File: config.mk
export PLATFORM = sky130hd
export DESIGN_NAME = fwd_hazard_ctrl
export DESIGN_NICKNAME = d
export VERILOG_FILES = /design/src/rtl/fwd_hazard_ctrl_pkg.sv /design/src/rtl/fwd_hazard_ctrl_sel.sv /design/src/rtl/fwd_hazard_ctrl.sv
export SDC_FILE = /design/constraint.sdc
export NUM_CORES = 1
export LEC_CHECK = 0
export ABC_AREA = 0
export CORE_ASPECT_RATIO = 1.2
export CORE_MARGIN = 5
export CORE_UTILIZATION = 33
export DETAILED_ROUTE_END_ITERATION = 10
export PLACE_DENSITY_LB_ADDON = 0.15
export SYNTH_ARGS = -nofsm -noshare
export SYNTH_HDL_FRONTEND = slang
export SYNTH_SLANG_ARGS = --single-unit
File: constraint.sdc
create_clock -name clk_i -period 4.2 [get_ports clk_i]
set_clock_uncertainty 0.1 [all_clocks]
set_input_delay 0.84 -clock clk_i [delete_from_list [all_inputs] [get_ports clk_i]]
set_output_delay 0.84 -clock clk_i [all_outputs]
set_load 0.01 [all_outputs]
File: src/rtl/fwd_hazard_ctrl_pkg.sv
// ---------------------------------------------------------------------------
// fwd_hazard_ctrl_pkg
// Shared definitions for the EX-stage forwarding / load-use hazard controller.
//   REG_AW       : register-index width (32 architectural registers, x0 = 0)
//   FWD_*        : operand-mux select encodings (11 is reserved, never driven)
//   stage_tag_t  : register tags carried by an in-flight instruction
//   TAG_BUBBLE   : all-zero tag, used for bubbles, flushes and reset
// ---------------------------------------------------------------------------
package fwd_hazard_ctrl_pkg;

    localparam int REG_AW = 5;

    localparam logic [1:0] FWD_RF  = 2'b00;   // ID/EX register-file value
    localparam logic [1:0] FWD_MEM = 2'b10;   // EX/MEM ALU result
    localparam logic [1:0] FWD_WB  = 2'b01;   // MEM/WB write-back data

    typedef struct packed {
        logic [REG_AW-1:0] rs1;
        logic [REG_AW-1:0] rs2;
        logic [REG_AW-1:0] rd;
        logic              regwrite;
        logic              memread;
    } stage_tag_t;

    localparam stage_tag_t TAG_BUBBLE = '0;

endpackage

File: src/rtl/fwd_hazard_ctrl_sel.sv
// ---------------------------------------------------------------------------
// fwd_sel_unit
// Priority compare of one EX source-register tag against the MEM and WB
// destination tags; produces the 2-bit operand-mux select.
//   src_rs       in  : EX-stage source register index
//   mem_rd       in  : MEM-stage destination register index
//   mem_regwrite in  : MEM-stage instruction writes the register file
//   wb_rd        in  : WB-stage destination register index
//   wb_regwrite  in  : WB-stage instruction writes the register file
//   sel          out : FWD_MEM / FWD_WB / FWD_RF
// ---------------------------------------------------------------------------
module fwd_sel_unit
    import fwd_hazard_ctrl_pkg::*;
#(
    parameter int AW = REG_AW
) (
    input  logic [AW-1:0] src_rs,
    input  logic [AW-1:0] mem_rd,
    input  logic          mem_regwrite,
    input  logic [AW-1:0] wb_rd,
    input  logic          wb_regwrite,
    output logic [1:0]    sel
);

    logic mem_hit;
    logic wb_hit;

    // x0 is hard-wired zero, so a write to it never produces a value to forward.
    assign mem_hit = mem_regwrite && (mem_rd != '0) && (mem_rd == src_rs);
    assign wb_hit  = wb_regwrite  && (wb_rd  != '0) && (wb_rd  == src_rs);

    // MEM holds the newer producer, so it wins when both stages match.
    always_comb begin
        sel = FWD_RF;
        if (mem_hit) begin
            sel = FWD_MEM;
        end else if (wb_hit) begin
            sel = FWD_WB;
        end
    end

endmodule

File: src/rtl/fwd_hazard_ctrl.sv
// ---------------------------------------------------------------------------
// fwd_hazard_ctrl
// Forwarding and load-use hazard controller for the EX stage of a 5-stage
// pipeline. Tracks register tags of in-flight instructions in EX/MEM/WB tag
// registers, drives the two operand-mux selects, and issues a one-cycle
// load-use stall (hold PC and IF/ID, bubble into EX).
//   clk_i          in  : clock, all state on rising edge
//   rst_i          in  : synchronous reset, active-high
//   id_valid_i     in  : ID instruction valid
//   id_rs1_i/rs2_i in  : ID source registers
//   id_rd_i        in  : ID destination register
//   id_regwrite_i  in  : ID instruction writes register file
//   id_memread_i   in  : ID instruction is a load
//   flush_i        in  : squash ID instruction, bubble into EX
//   fwd_a_o/b_o    out : operand-A / operand-B mux selects
//   stall_o        out : load-use stall
//   stall_cnt_o    out : saturating count of stall cycles since reset
// ---------------------------------------------------------------------------
module fwd_hazard_ctrl
    import fwd_hazard_ctrl_pkg::*;
#(
    parameter int REG_AW = fwd_hazard_ctrl_pkg::REG_AW,
    parameter int CNT_W  = 32
) (
    input  logic              clk_i,
    input  logic              rst_i,
    input  logic              id_valid_i,
    input  logic [REG_AW-1:0] id_rs1_i,
    input  logic [REG_AW-1:0] id_rs2_i,
    input  logic [REG_AW-1:0] id_rd_i,
    input  logic              id_regwrite_i,
    input  logic              id_memread_i,
    input  logic              flush_i,
    output logic [1:0]        fwd_a_o,
    output logic [1:0]        fwd_b_o,
    output logic              stall_o,
    output logic [CNT_W-1:0]  stall_cnt_o
);

    stage_tag_t        ex_reg, ex_next;
    logic [REG_AW-1:0] mem_rd_reg, wb_rd_reg;
    logic              mem_regwrite_reg, wb_regwrite_reg;
    logic [CNT_W-1:0]  stall_cnt_reg, stall_cnt_next;
    logic              stall;

    logic [REG_AW-1:0] ex_src   [2];
    logic [1:0]        fwd_sel  [2];

    // A squashed or invalid instruction never stalls; rd == 0 loads have no
    // real consumer dependency.
    assign stall = id_valid_i && !flush_i && ex_reg.memread && (ex_reg.rd != '0)
                && ((ex_reg.rd == id_rs1_i) || (ex_reg.rd == id_rs2_i));

    always_comb begin
        ex_next = TAG_BUBBLE;
        if (id_valid_i && !flush_i && !stall) begin
            ex_next.rs1      = id_rs1_i;
            ex_next.rs2      = id_rs2_i;
            ex_next.rd       = id_rd_i;
            ex_next.regwrite = id_regwrite_i;
            ex_next.memread  = id_memread_i;
        end
    end

    always_comb begin
        stall_cnt_next = stall_cnt_reg;
        if (stall && !(&stall_cnt_reg)) begin
            stall_cnt_next = stall_cnt_reg + 1'b1;
        end
    end

    always_ff @(posedge clk_i) begin
        if (rst_i) begin
            ex_reg           <= TAG_BUBBLE;
            mem_rd_reg       <= '0;
            mem_regwrite_reg <= 1'b0;
            wb_rd_reg        <= '0;
            wb_regwrite_reg  <= 1'b0;
            stall_cnt_reg    <= '0;
        end else begin
            ex_reg           <= ex_next;
            mem_rd_reg       <= ex_reg.rd;
            mem_regwrite_reg <= ex_reg.regwrite;
            wb_rd_reg        <= mem_rd_reg;
            wb_regwrite_reg  <= mem_regwrite_reg;
            stall_cnt_reg    <= stall_cnt_next;
        end
    end

    // Selects depend only on registered tags: no ID-input-to-select path.
    assign ex_src[0] = ex_reg.rs1;
    assign ex_src[1] = ex_reg.rs2;

    genvar gi;
    generate
        for (gi = 0; gi < 2; gi++) begin : g_fwd
            fwd_sel_unit #(
                .AW (REG_AW)
            ) u_sel (
                .src_rs       (ex_src[gi]),
                .mem_rd       (mem_rd_reg),
                .mem_regwrite (mem_regwrite_reg),
                .wb_rd        (wb_rd_reg),
                .wb_regwrite  (wb_regwrite_reg),
                .sel          (fwd_sel[gi])
            );
        end
    endgenerate

    assign fwd_a_o     = fwd_sel[0];
    assign fwd_b_o     = fwd_sel[1];
    assign stall_o     = stall;
    assign stall_cnt_o = stall_cnt_reg;

endmodule

Word level (Yosys, flattened, before mapping)
Cells that the tools add are included.

Register bits: 61. Output and inout bits: 37.

$add $sub $neg: 1. Equal/unequal tests: 6. Mux-type cells: 4. Bitwise operators: 1. Reduce and logical (&&, ||, !) cells: 21.

Operator list (count): $add A32 B1 Y32 const B (1); $reduce_and A32 Y1 (1); $eq A5 B5 Y1 (6); $reduce_bool A5 Y1 (3); $logic_and A1 B1 Y1 (12); $mux W2 (2); $logic_not A1 Y1 (3); $mux W1 (2); $reduce_or A2 Y1 (1); $logic_or A1 B1 Y1 (1); $not A1 Y1 (1).

Logic depth before layout (Yosys ltp)
Gate-level depths: netlist of the first run.

Word-level depth: 9. Gate-level depth with buffers: 9. Mapped depth without buffers: 7.

Modules after synthesis
Synthesis of the first run repeated with hierarchy kept, for this count alone.

Cells, all modules: 307. Area total of the unflattened synthesis: 2786.4 um^2.

Modules (own cells, without submodules): fwd_hazard_ctrl (instances 1, cells an instance 265, area each 2468.6 um^2); fwd_sel_unit (instances 2, cells an instance 21, area each 158.9 um^2).

Least setup slack after synthesis of the first run
Ideal clock, no wire load.

Kind: input to output. Start point: input id_rs1_i[4]. End point: output stall_o. Data arrival time: 1.646 ns. Required time: 3.260 ns. Setup slack: 1.614 ns. Stages: 5. Path buffers: 0. Cells stage by stage: xnor2_1 nand3_1 o22ai_2 nand2_1 inv_2.

Longest elaborated chain between the ends: 3.

RTL lines: start, declared (RTL line fwd_hazard_ctrl.sv:28) `input logic [REG_AW-1:0] id_rs1_i,`; $eq A5 B5 Y1 (RTL line fwd_hazard_ctrl.sv:52) `&& ((ex_reg.rd == id_rs1_i) || (ex_reg.rd == id_rs2_i));`; $logic_or A1 B1 Y1 (RTL line fwd_hazard_ctrl.sv:52); $logic_and A1 B1 Y1 (RTL line fwd_hazard_ctrl.sv:52); end, declared (RTL line fwd_hazard_ctrl.sv:36) `output logic stall_o,`.

Every way passes these cells.

Worst setup path in the final report of the first run
Ends and elaborated chain as after synthesis.

==> impl_results.md, run 1 <==
- Synth top area share: 41.8%
- Die Wd: 95.9 um
- Gr usage total: 13.3%
- Routed len/inst: 14.1 um
- Vias per cell: 4.93
- Core area: 8610 um2
- Starting density of the core: 33.9%
- Post-synth EDFFs: 0
- Final slew viol count: 0
- Mapped cell area: 2920 um2
- Max VDD drop: 154 uV
- Setup TNS: 0 ns
- P&R area growth vs syn: 28.6%
- Post-Place Worst Slack: 0.352 ns
- Fin. Hold Viols: 0
- Die height: 113 um
- Largest net degree at the start of global routing: 42
- Status: finished clean
- Commonest non-fill, non-tap cell in the layout: dfxtp_1
- GPL Wtd Cong: 0.823
- Antenna violations before repair: 0
- FF-to-FF Start: stall_cnt_o[0]
- CP Data Required Time: 3.26 ns
- Final WL: 6900 um
- ANT cells: 0
- WHS Path Cells: 1
- Crit. End Element: output port
- Final WS setup: 0.370 ns
- CTS buffer count: 9
- Synth warn: 0
- Number of fill cells: 852
- Design area: 3760 um2
- Fin crit share: 91.2%
- Slew @ Worst Pin: 0.707 ns
- Syn nets: 336
- H-tree depth: 3
- Via Count: 2409
- I/O pin count: 58
- Std cell rows: 37
- Unique masters post-synth: 43
- Min Tclk post-route: 3.83 ns
- Max reg flops: 32
- Critical Path Start: id_rs1_i[4]
- Port buffer count: 57
- DP Area: 3530 um2
- Crit Path Category: in2out
- Power per cell area: 327 nW/um2
- R2R depth: 6
- Dpl hpwl: 5030 um
- Sequential element share of the synthesized area: 41.8%
- CTS resizes: 0
- DRC viols: 0
- CTS Buffer Depth: 2
- Arr. time, crit path: 2.89 ns
- First-pass GRT wire length: 11400 um
- Worst min-delay path startpoint: ex_reg[1]
- CTS tree: yes
- Fmax: 261 MHz
- #FFs+latches synth: 61
- Post-synth top area cell: dfxtp_1
- Gr ovfl total: 0
- Unrepaired setup endpoints after global routing: false
- # setup viols final: 0
- Vias in the first global route: 2405
- Critical path startpoint category: input pin
- Max-slew headroom: 52.7%
- Hold crit path type: reg2reg
- Pre-antenna DRT Iters: 4
- Most frequent cells in the layout: 61 x dfxtp_1, 56 x clkdlybuf4s50_1, 19 x nor2_1, 19 x a21oi_1
- Post-CTS Setup Inserts: 0
- Iter 0 DRT Violations: 102
- Synth area leaders: dfxtp_1 42%, xnor2_1 4.8%, xor2_1 4.8%, and2_1 3.9%, nor2b_1 3.9%
- DIE AREA: 10800 um2
- Fin Hold WS: 0.336 ns
- Share of layout cells above drive strength 1: 10.2%
- Nets: 389
- Clock latency on the worst-skew pair: 0.33 ns
- Post-Syn Area per Cell: 9.30 um2
- Worst-path clk slew: 0.07 ns
- Critical path fanouts, max: 8
- Hold buffers post-CTS: 0
- Async SR Flop Fraction: 0%
- Sink Count: 61
- Post-route ant nets: 0
- Root Buffer: clkbuf_8
- Post-synth top flop: dfxtp_1
- Util after Layout: 43.6%
- Syn Inst Count: 314
- Max-Cap Viols: 0
- Leakage: 1.37 nW
-- report_power, final --
group / switching (mW) / internal (mW)
clock: 0.231 / 0.351
sequential: 0.00587 / 0.584
combinational: 0.0238 / 0.0322
-- logic make-up after synthesis --
group                    Yosys count  share of synthesized area, %
flip-flops                        61                          41.8
buffers and inverters             20                          4.24
multiplexers                       9                          3.43
XOR/XNOR                          32                          9.59
AO/OA/AOI/OAI                     45                          9.21
adder cells (fa/ha/maj)            1                         0.428
AND/OR/NAND/NOR                  146                          31.3
-- area by class of cell --
class                   instances  area (um2)  share of cell area (%)
clock buffers                  11         141                    3.76
clock inverters                 5        83.8                    2.23
inverters                       4        15.0                   0.400
multi-input cells             233        1580                    42.0
flip-flops and latches         61        1220                    32.5
well taps                     117         146                    3.90
repair buffers                 58         573                    15.3
-- metrics by stage --
stage	instances	power (mW)
after floorplan	314	0.632
after global placement	473	0.660
after detailed placement	473	0.660
after CTS	489	1.25
after global routing	489	1.28
final	489	1.23
-- layer usage --
layer,GRT usage [%],up-vias,part of all wire (%),wire length [um]
met5,0,-,0,0
met2,21.0,45,48,3320
li1,-,1235,-,-
met4,6.26,0,2.0,140
met1,17.0,1115,46,3180
met3,3.06,14,3.7,253
-- critical path: stages --
cell	delay (ns)
clkdlybuf4s50_1	0.52
xnor2_1	0.13
nand3_1	0.10
o22ai_2	0.28
nand2_1	0.25
inv_2	0.20
clkdlybuf4s50_1	0.57
-- cell usage after synthesis, drive strengths merged, types with 9 or more instances --
master and number:
nor2b 18, a21oi 19, dfxtp 61, xor2 16, and2 18, o31ai 9
or3 9, nand2 17, o21ai 11, nor4 10, nand3 17, buf 10
nor2 19, xnor2 16, or4 13
-- final timing paths --
check	to	slack [ns]
worst min register to register	mem_regwrite_reg	0.34
worst max register to register	stall_cnt_o[19]	1.71
worst min-delay path	mem_regwrite_reg	0.34
worst max-delay path	stall_o	0.37
Power figures use the tool's default switching activity.
==> inputs of run 2 (changes only) <==
Settings changed: CTS_CLUSTER_DIAMETER from default to 120.
==> results of run 2 <==
Same layout as run 1: the final DEF is identical, and so are final timing and power.
